## config.mk

```make
export PLATFORM = sky130hd
export DESIGN_NAME = quad_decoder
export DESIGN_NICKNAME = d
export VERILOG_FILES = /design/src/rtl/quad_decoder.sv
export SDC_FILE = /design/constraint.sdc
export NUM_CORES = 1
export LEC_CHECK = 0
export ABC_AREA = 1
export ABC_CLOCK_PERIOD_IN_PS = 5100
export CELL_PAD_IN_SITES_DETAIL_PLACEMENT = 0
export CELL_PAD_IN_SITES_GLOBAL_PLACEMENT = 1
export CORE_ASPECT_RATIO = 1.5
export CORE_MARGIN = 5
export CORE_UTILIZATION = 45
export DETAILED_ROUTE_END_ITERATION = 12
export HOLD_SLACK_MARGIN = 0.1
export PLACE_DENSITY = 0.82
export SETUP_SLACK_MARGIN = 0.1
export SYNTH_ARGS = -nofsm -noshare
export SYNTH_HDL_FRONTEND = slang
export SYNTH_SLANG_ARGS = --single-unit
```

## constraint.sdc

```tcl
create_clock -name clock -period 5.1 [get_ports clock]
set_input_delay 1.02 -clock clock [delete_from_list [all_inputs] [get_ports clock]]
set_output_delay 1.02 -clock clock [all_outputs]
set_load 0.02 [all_outputs]
```

## src/rtl/quad_decoder.sv

```systemverilog
// 4x quadrature decoder: synchronises and filters A/B/Z, then tracks position,
// direction, A-rise period (omega), stall and illegal double-bit transitions.
module quad_decoder #(
    parameter int SYNC_STAGES = 2,
    parameter int FILT_LEN    = 3,
    parameter int POS_W       = 16,
    parameter int PER_W       = 8,
    parameter int STALL_LIMIT = 255,
    parameter int INDEX_EN    = 1
) (
    input  logic             clock,
    input  logic             reset_n,
    input  logic             A,
    input  logic             B,
    input  logic             Z,
    input  logic             clr_pos,
    input  logic             err_clr,
    output logic             is_cw,
    output logic             is_ccw,
    output logic [POS_W-1:0] position,
    output logic [PER_W-1:0] omega,
    output logic             omega_valid,
    output logic             stalled,
    output logic             err
);

    localparam int SETTLE = SYNC_STAGES + FILT_LEN;
    localparam int FCW    = (FILT_LEN > 1) ? $clog2(FILT_LEN) : 1;
    localparam int ICW    = $clog2(SETTLE + 1);

    localparam logic [FCW-1:0]   FILT_LAST   = FCW'(FILT_LEN - 1);
    localparam logic [ICW-1:0]   SETTLE_LAST = ICW'(SETTLE - 1);
    localparam logic [PER_W-1:0] STALL_CNT   = PER_W'(STALL_LIMIT);

    typedef enum logic {
        ST_INIT,
        ST_RUN
    } state_t;

    state_t state;
    state_t state_next;

    logic [SYNC_STAGES-1:0][2:0] sync_q;
    logic [2:0]                  synced;
    logic [2:0]                  filt;
    logic [FCW-1:0]              fcnt [3];

    logic [ICW-1:0]   init_cnt;
    logic             settled;
    logic             init_done;
    logic             load_base;

    logic [1:0]       base_ab;
    logic [1:0]       cur_ab;
    logic             z_prev;
    logic             z_rise;
    logic             step_cw;
    logic             step_ccw;
    logic             illegal;
    logic             a_rise;
    logic             pos_clear;
    logic             stall_hit;
    logic             armed;
    logic [PER_W-1:0] per_cnt;

    function automatic logic [1:0] cw_next(input logic [1:0] ab);
        case (ab)
            2'b00:   return 2'b10;
            2'b10:   return 2'b11;
            2'b11:   return 2'b01;
            default: return 2'b00;
        endcase
    endfunction

    // Bit order in every 3-bit bundle is {A, B, Z}.
    always_ff @(posedge clock or negedge reset_n) begin
        if (!reset_n) begin
            sync_q <= '0;
        end else begin
            sync_q <= {sync_q[SYNC_STAGES-2:0], {A, B, Z}};
        end
    end

    assign synced = sync_q[SYNC_STAGES-1];

    always_ff @(posedge clock or negedge reset_n) begin
        if (!reset_n) begin
            filt <= '0;
            for (int i = 0; i < 3; i++) begin
                fcnt[i] <= '0;
            end
        end else begin
            for (int i = 0; i < 3; i++) begin
                if (synced[i] != filt[i]) begin
                    if (fcnt[i] == FILT_LAST) begin
                        filt[i] <= synced[i];
                        fcnt[i] <= '0;
                    end else begin
                        fcnt[i] <= fcnt[i] + 1'b1;
                    end
                end else begin
                    fcnt[i] <= '0;
                end
            end
        end
    end

    // Baseline is taken only once the sync/filter pipeline has flushed its
    // post-reset zeros, so a non-zero resting position never looks like a step.
    assign settled   = (synced[2:1] == filt[2:1]);
    assign init_done = settled && (init_cnt == SETTLE_LAST);

    always_ff @(posedge clock or negedge reset_n) begin
        if (!reset_n) begin
            init_cnt <= '0;
        end else if (state == ST_INIT) begin
            if (!settled) begin
                init_cnt <= '0;
            end else if (init_cnt != SETTLE_LAST) begin
                init_cnt <= init_cnt + 1'b1;
            end
        end
    end

    always_ff @(posedge clock or negedge reset_n) begin
        if (!reset_n) begin
            state <= ST_INIT;
        end else begin
            state <= state_next;
        end
    end

    always_comb begin
        state_next = state;
        load_base  = 1'b0;
        case (state)
            ST_INIT: begin
                if (init_done) begin
                    state_next = ST_RUN;
                    load_base  = 1'b1;
                end
            end
            ST_RUN: begin
                state_next = ST_RUN;
            end
            default: begin
                state_next = ST_INIT;
            end
        endcase
    end

    assign cur_ab = filt[2:1];
    assign z_rise = filt[0] & ~z_prev;

    always_comb begin
        step_cw  = 1'b0;
        step_ccw = 1'b0;
        illegal  = 1'b0;
        a_rise   = 1'b0;
        if (state == ST_RUN) begin
            step_cw  = (cw_next(base_ab) == cur_ab);
            step_ccw = (cw_next(cur_ab) == base_ab);
            illegal  = ((cur_ab ^ base_ab) == 2'b11);
            a_rise   = cur_ab[1] & ~base_ab[1];
        end
    end

    assign pos_clear = clr_pos | ((INDEX_EN != 0) & z_rise);
    assign stall_hit = (per_cnt == STALL_CNT) && !stalled && !a_rise;

    always_ff @(posedge clock or negedge reset_n) begin
        if (!reset_n) begin
            base_ab <= '0;
            z_prev  <= 1'b0;
        end else begin
            z_prev <= filt[0];
            if (load_base || (state == ST_RUN)) begin
                base_ab <= cur_ab;
            end
        end
    end

    // A clear swallows a coincident step, but the direction flags still follow it.
    always_ff @(posedge clock or negedge reset_n) begin
        if (!reset_n) begin
            position <= '0;
            is_cw    <= 1'b0;
            is_ccw   <= 1'b0;
            err      <= 1'b0;
        end else begin
            if (pos_clear) begin
                position <= '0;
            end else if (step_cw) begin
                position <= position + 1'b1;
            end else if (step_ccw) begin
                position <= position - 1'b1;
            end

            if (step_cw) begin
                is_cw  <= 1'b1;
                is_ccw <= 1'b0;
            end else if (step_ccw) begin
                is_cw  <= 1'b0;
                is_ccw <= 1'b1;
            end else if (stall_hit) begin
                is_cw  <= 1'b0;
                is_ccw <= 1'b0;
            end

            if (illegal) begin
                err <= 1'b1;
            end else if (err_clr) begin
                err <= 1'b0;
            end
        end
    end

    // 'armed' marks that a reference A rise exists, so the next rise yields a real period.
    always_ff @(posedge clock or negedge reset_n) begin
        if (!reset_n) begin
            per_cnt     <= '0;
            omega       <= '0;
            omega_valid <= 1'b0;
            stalled     <= 1'b0;
            armed       <= 1'b0;
        end else begin
            omega_valid <= 1'b0;
            if (a_rise) begin
                per_cnt <= PER_W'(1);
                stalled <= 1'b0;
                armed   <= 1'b1;
                if (armed) begin
                    omega       <= per_cnt;
                    omega_valid <= 1'b1;
                end
            end else begin
                if (per_cnt < STALL_CNT) begin
                    per_cnt <= per_cnt + 1'b1;
                end
                if (stall_hit) begin
                    stalled <= 1'b1;
                    omega   <= '0;
                    armed   <= 1'b0;
                end
            end
        end
    end

endmodule

```

==> impl_metrics.ini, run 1 <==
[status]
status = complete, no violations

[detailed_routing]
antenna_left = 0
routed_wl_um = 7390
drt_pass1_iterations = 4
wl_per_cell_um = 12.9
vias_per_cell = 4.87
drt_iter0_drc = 105
drc = 0
vias = 2797

[sta]
slew_viol_final = 0
slew_headroom_pct = 49.2
fin_setup_tns_ns = 0
skew_ns = 0.0107
min_period_ns = 2.46
fin_crit_sh_pct = 48.3
rsz0062_at_grt = no
fmax_mhz = 406
finalHoldViolCount = 0
setup_violations = 0
worst_slew_pin_slew_ns = 0.762

[floorplanning]
dieArea_um2 = 9420
core_um2 = 7320
start_util_pct = 46.4
dieWidth_um = 80.9
die_h_um = 116
rows = 38
pin_count = 36

[logic_synthesis]
ys_seq_area_share_pct = 44.2
synth.cell_area_um2 = 3400
yosysMostFrequentCell = nand2_1
yosys.area.top_type = dfrtp_1
ys.flop_type = dfrtp_1
syn_area_per_cell_um2 = 7.99
netlist.area_leader.share_pct = 44.2
synth_top_cells_by_area = dfrtp_1 (44%), nand2_1 (15%), ha_1 (7.4%)
synth_edf_count = 0
synth_fp_nets = 453
synth_cells = 425
ys_warn_count = 0
synthArstFlopShare_pct = 100
synth.distinct_cells = 35
netlist_top_cells_count = nand2_1 (135), dfrtp_1 (60), inv_1 (60), nand3_1 (31), ha_1 (20)
ys_ff_latch = 60

[grt]
grt_pass1_vias = 2846
grt_max_degree = 61
grt_pass1_wl_um = 13100
antenna_found_initial = 0
track_usage_pct = 18.2
grt_overflow = 0

[worst_setup_path]
cp_num_buf_inv = 1
critical_path_class = reg2out
cp_cell_sequence = clkdlybuf4s50_1
cp-end-kind = output pin
cp-start-kind = flip-flop
arrival_ns = 1.44
crit_fanout = 5
cp.required_ns = 4.08
cpPeakStageDelay_ns = 0.67
crit_path_top_delay_cell = clkdlybuf4s50_1
crit_family = buffers and inverters

[clock_network]
clk_latency_ns = 0.35
path_clk_slew_ns = 0.07
root_buffer = clkbuf_8
cts_sinks = 60
cts_resized = 0
clk_path_buf_depth = 2
cts_buffers = 9
tritoncts = yes
cts_hold_buffers = 0
cts_setup_buffers = 0
htreeDepth = 3

[placed_design]
dp_hpwl_um = 5580
io_buffer_count = 35
gp_congestion = 0.784

[finish]
final_nets = 497
multi_input_area_um2 = 1630
area_delta_synth_final_pct = 19.6
drive_gt1_share_pct = 9.07
fin_util_pct = 55.5
antenna_cells = 0
fillers = 734
ff_latch_area_um2 = 1500

[run]
maxCapViolations = 0

[min_path]
hold_path.class = reg2reg

[pwr]
powerDensity_nw_per_um2 = 562
ir_drop_v = 0.000386
power_w = 0.00228
leakagePower_nw = 2.08
-- per-layer routing --
layer | vias to the layer above | GRT usage [%] | share of wire (%)
met5 | - | 0 | 0
met4 | 0 | 7.78 | 3.0
met3 | 12 | 5.71 | 4.4
met2 | 45 | 31.8 | 51
met1 | 1301 | 20.3 | 41
li1 | 1439 | - | -
-- path summary, 6_finish.rpt --
path                                              start                        to  slack [ns]  cells after the start
worst max-delay path            position[0]$_DFFE_PN0P_               position[0]        2.64                      1
worst min register to register      sync_q[0]$_DFF_PN0_       synced[0]$_DFF_PN0_        0.35                      0
max in group asynchronous                       reset_n   position[2]$_DFFE_PN0P_        3.76                      2
worst max register to register   base_ab[0]$_DFFE_PN0P_  position[13]$_DFFE_PN0P_        2.68                     14
worst min-delay path                sync_q[0]$_DFF_PN0_       synced[0]$_DFF_PN0_        0.35                      0
min in group asynchronous                       reset_n  position[11]$_DFFE_PN0P_        0.81                      2
-- per-stage QoR --
stage	area, um2	worst slack (ns)	cells	hold WS (ns)
after detailed placement	3850	2.68	558	0.336
after floorplan	3400	3.08	425	0.331
after global routing	4060	2.37	574	0.361
after CTS	4060	2.61	574	0.352
after global placement	3850	2.70	558	0.333
final	4060	2.64	574	0.351
-- registers in the layout (all words and copies together), names as in the netlist --
name         cells
position        16
omega            8
per_cnt          8
fcnt             6
filt             3
init_cnt         3
sync_q           3
synced           3
base_ab          2
armed            1
err              1
is_ccw           1
is_cw            1
omega_valid      1
stalled          1
state            1
z_prev           1
-- area by class of cell --
| cell class | count | area share, % |
|---|---|---|
| clock buffer | 11 | 3.48 |
| clock inverter | 5 | 1.85 |
| inverter | 64 | 5.94 |
| multi-input combinational | 298 | 40.0 |
| sequential | 60 | 36.9 |
| tap | 100 | 3.08 |
| timing repair buffer | 36 | 8.68 |
-- cells by family (layout without fill, tap and decap cells) --
group / Yosys count / in the layout / synth area share (%)
AOI/OAI and AO/OA: 44 / 44 / 7.11
xor gates and xnor gates: 9 / 9 / 2.32
adders and majority gates: 21 / 21 / 7.96
buffers and inverters: 67 / 116 / 7.92
DFF: 60 / 60 / 44.2
and+or+nand+nor: 224 / 224 / 30.5
-- cells in the final DEF (no fill, tap or decap), types with 3 or more instances in the layout --
master and count:
clkdlybuf4s50_1 34, o21ai_1 3, nand3b_1 3, inv_1 60, ha_1 20, xor2_1 4
nand4_1 6, nor2_4 4, a21oi_1 15, nand2_4 6, o21ai_0 18, nand2_2 7
nand3_1 31, nand2_1 135, inv_2 3, xnor2_1 5, clkbuf_8 10, clkinv_2 4
nor3_1 8, nor2_1 19, dfrtp_1 60
-- worst register-to-register path, cell delays in order, from the launching register on --
cell and delay, ns:
dfrtp_1 0.39, inv_1 0.11, nand2_1 0.10, nand2_4 0.10
nand3_4 0.26, ha_1 0.49, nand3_1 0.09, nand3_1 0.16
nand2_1 0.08, nand2_1 0.19, nand2_1 0.11, nand2_1 0.07
nand2_1 0.04, nand3_1 0.06, nand2_1 0.06
-- report_power, final --
group	internal (W)	switching, W	total [W]
Clock	0.000286	0.000189	0.000475
Combinational	0.000410	0.000668	0.00108
Sequential	0.000614	0.000115	0.000729
(Power assumes the default switching activity.)
==> inputs of run 2 (changes only) <==
ABC_CLOCK_PERIOD_IN_PS = 2000   (was 5100)
CORE_UTILIZATION = 38   (was 45)
PLACE_DENSITY = 0.74   (was 0.82)
clock period = 2 ns   (was 5.1 ns; I/O delays follow)
==> run 2 against run 1 <==
- the run now ends with negative setup slack left
- sequential power increased to 2.6 times the previous value
- clock skew down 0.0065 ns
- via count increased by 8.5%
- critical path depth increased by 14
- core utilization shrank 0.47 points
- sequential share of layout area is 5.9 points lower
- worst setup slack worse by 2.7 ns
- total power rose to 3.1 times the previous value
- critical endpoint is now position[13]$_DFFE_PN0P_
- highest routed layer unchanged
==> impl_metrics.ini, run 2 (same netlist as run 1, synthesis figures left out) <==
[pwr]
power_w = 0.00701
p_int_w = 0.00408
clockPowerShare_pct = 20.0
power.share.combinational_pct = 53.5
netSwitchingPower_w = 0.00293
p_seq_share_pct = 26.5
ir_drop_v = 0.000670
swShare_pct = 41.8
powerDensity_nw_per_um2 = 1450
leakagePower_nw = 2.38

[floorplanning]
dieArea_um2 = 11000
die_h_um = 126
rows = 42
dieWidth_um = 87.2
core_um2 = 8780
start_util_pct = 38.7
pin_count = 36

[worst_setup_path]
arrival_ns = 2.24
crit_fanout = 6
cp-end-kind = flip-flop
critical_path_class = reg2reg
cp.required_ns = 2.22
cp-start-kind = flip-flop

[grt]
grt_pass1_wl_um = 14300
grt_overflow = 0
grt_pass1_vias = 3202
track_usage_pct = 16.6
antenna_found_initial = 0
grt_max_degree = 61

[clock_network]
root_buffer = clkbuf_16
tritoncts = yes
clk_path_buf_depth = 2
htreeDepth = 3
path_clk_slew_ns = 0.05
clk_latency_ns = 0.33
cts_buffers = 9
cts_sinks = 60

[status]
status = complete, but fails checks
violations = negative setup slack

[finish]
layout_common_cells = nand2_1 (112), dfrtp_1 (60), inv_1 (54), buf_4 (39), clkdlybuf4s50_1 (33)
final_nets = 541
layout_commonest_cell = nand2_1
reg_top3 = position x16, omega x8, per_cnt x8
regMostFlops = position
largest_reg_flops = 16
fillers = 858
drive_gt1_share_pct = 27.8
fin_area_um2 = 4830
final_cells = 628
antenna_cells = 0
multi_input_area_um2 = 1930
ff_latch_area_um2 = 1500
area_delta_synth_final_pct = 42.2

[detailed_routing]
antenna_left = 0
vias = 3036
drt_pass1_iterations = 5
wl_per_cell_um = 13.7
drt_iter0_drc = 104
routed_wl_um = 8600
drc = 0
vias_per_cell = 4.83

[sta]
fin_setup_tns_ns = -0.0671
rsz0062_at_grt = yes
min_period_ns = 2.02
setup_violations = 6
fin_crit_sh_pct = 101
finalWorstSetupSlack_ns = -0.0179
worst_slew_pin_slew_ns = 0.338
slew_headroom_pct = 77.5
fmax_mhz = 496
skew_ns = 0.00419
finalHoldViolCount = 0
slew_viol_final = 0

[placed_design]
dp_cells = 599
dpl_cell_area_um2 = 4130
gp_congestion = 0.804
io_buffer_count = 35
post-place-ws_ns = -0.192
dp_hpwl_um = 5950

[min_path]
hold_path.class = reg2reg

[run]
maxCapViolations = 0
[run 2: power by group through the flow]
stage / sequential [W] / combinational, W / clock (W)
final: 0.00186 / 0.00376 / 0.00140
after global routing: 0.00191 / 0.00418 / 0.00148
after CTS: 0.00186 / 0.00367 / 0.00143
after detailed placement: 0.00186 / 0.00319 / 0
after global placement: 0.00185 / 0.00313 / 0
after floorplan: 0.00196 / 0.00194 / 0
[run 2: repair_timing]
action / 4_1_cts / 5_1_grt
setup buffers: 9 / 2
pin swaps: 20 / 6
endpoints found under the hold margin: 54 / 0
setup endpoints to repair: 13 / 15
hold buffers: 1 / 0
gates cloned: 1 / 0
resized for setup: 56 / 12
[run 2: stage by stage]
stage | hold WS, ns | util [%]
floorplan | 0.104 | -
global placement | 0.333 | 47.1
detailed placement | 0.336 | 47.1
CTS | 0.348 | 54.5
global route | 0.353 | 55.0
finish | 0.346 | 55.0
[run 2: layout make-up]
| class | instances | share of cell area, % |
|---|---|---|
| multi-input combinational | 298 | 40.0 |
| inverter | 64 | 5.03 |
| sequential | 60 | 31.1 |
| tap | 110 | 2.85 |
| clock buffer | 11 | 4.82 |
| clock inverter | 5 | 0.596 |
| timing repair buffer | 80 | 15.6 |
[run 2: path summary, 6_finish.rpt]
| kind | end | slack [ns] | depth (start not counted) | startpoint |
|---|---|---|---|---|
| worst min register to register | synced[1]$_DFF_PN0_ | 0.35 | 0 | sync_q[1]$_DFF_PN0_ |
| worst max register to register | position[13]$_DFFE_PN0P_ | -0.02 | 15 | filt[1]$_DFFE_PN0P_ |
| max in group asynchronous | omega[5]$_DFFE_PN0P_ | 1.10 | 3 | reset_n |
| min in group asynchronous | position[11]$_DFFE_PN0P_ | 0.60 | 3 | reset_n |
| worst max-delay path | position[13]$_DFFE_PN0P_ | -0.02 | 15 | filt[1]$_DFFE_PN0P_ |
| worst min-delay path | synced[1]$_DFF_PN0_ | 0.35 | 0 | sync_q[1]$_DFF_PN0_ |
[run 2: worst max-delay path, stage by stage (launching register included)]
cell	delay, ns
dfrtp_1	0.40
inv_2	0.07
nand2_2	0.06
nand2_4	0.07
nand3_4	0.15
buf_12	0.20
ha_4	0.28
nand2_2	0.05
inv_2	0.09
nand2_2	0.08
nor3_2	0.13
nand2_1	0.10
nand2_1	0.07
nand2_1	0.05
nand3_1	0.07
nand2_1	0.05
[run 2: layer usage]
metal / global-route usage (%) / routed length, um / vias to the layer above
met1: 16.7 / 3370 / 1440
li1: - / - / 1528
met3: 3.46 / 269 / 20
met2: 31.4 / 4720 / 48
met4: 7.86 / 234 / 0
met5: 0 / 0 / -
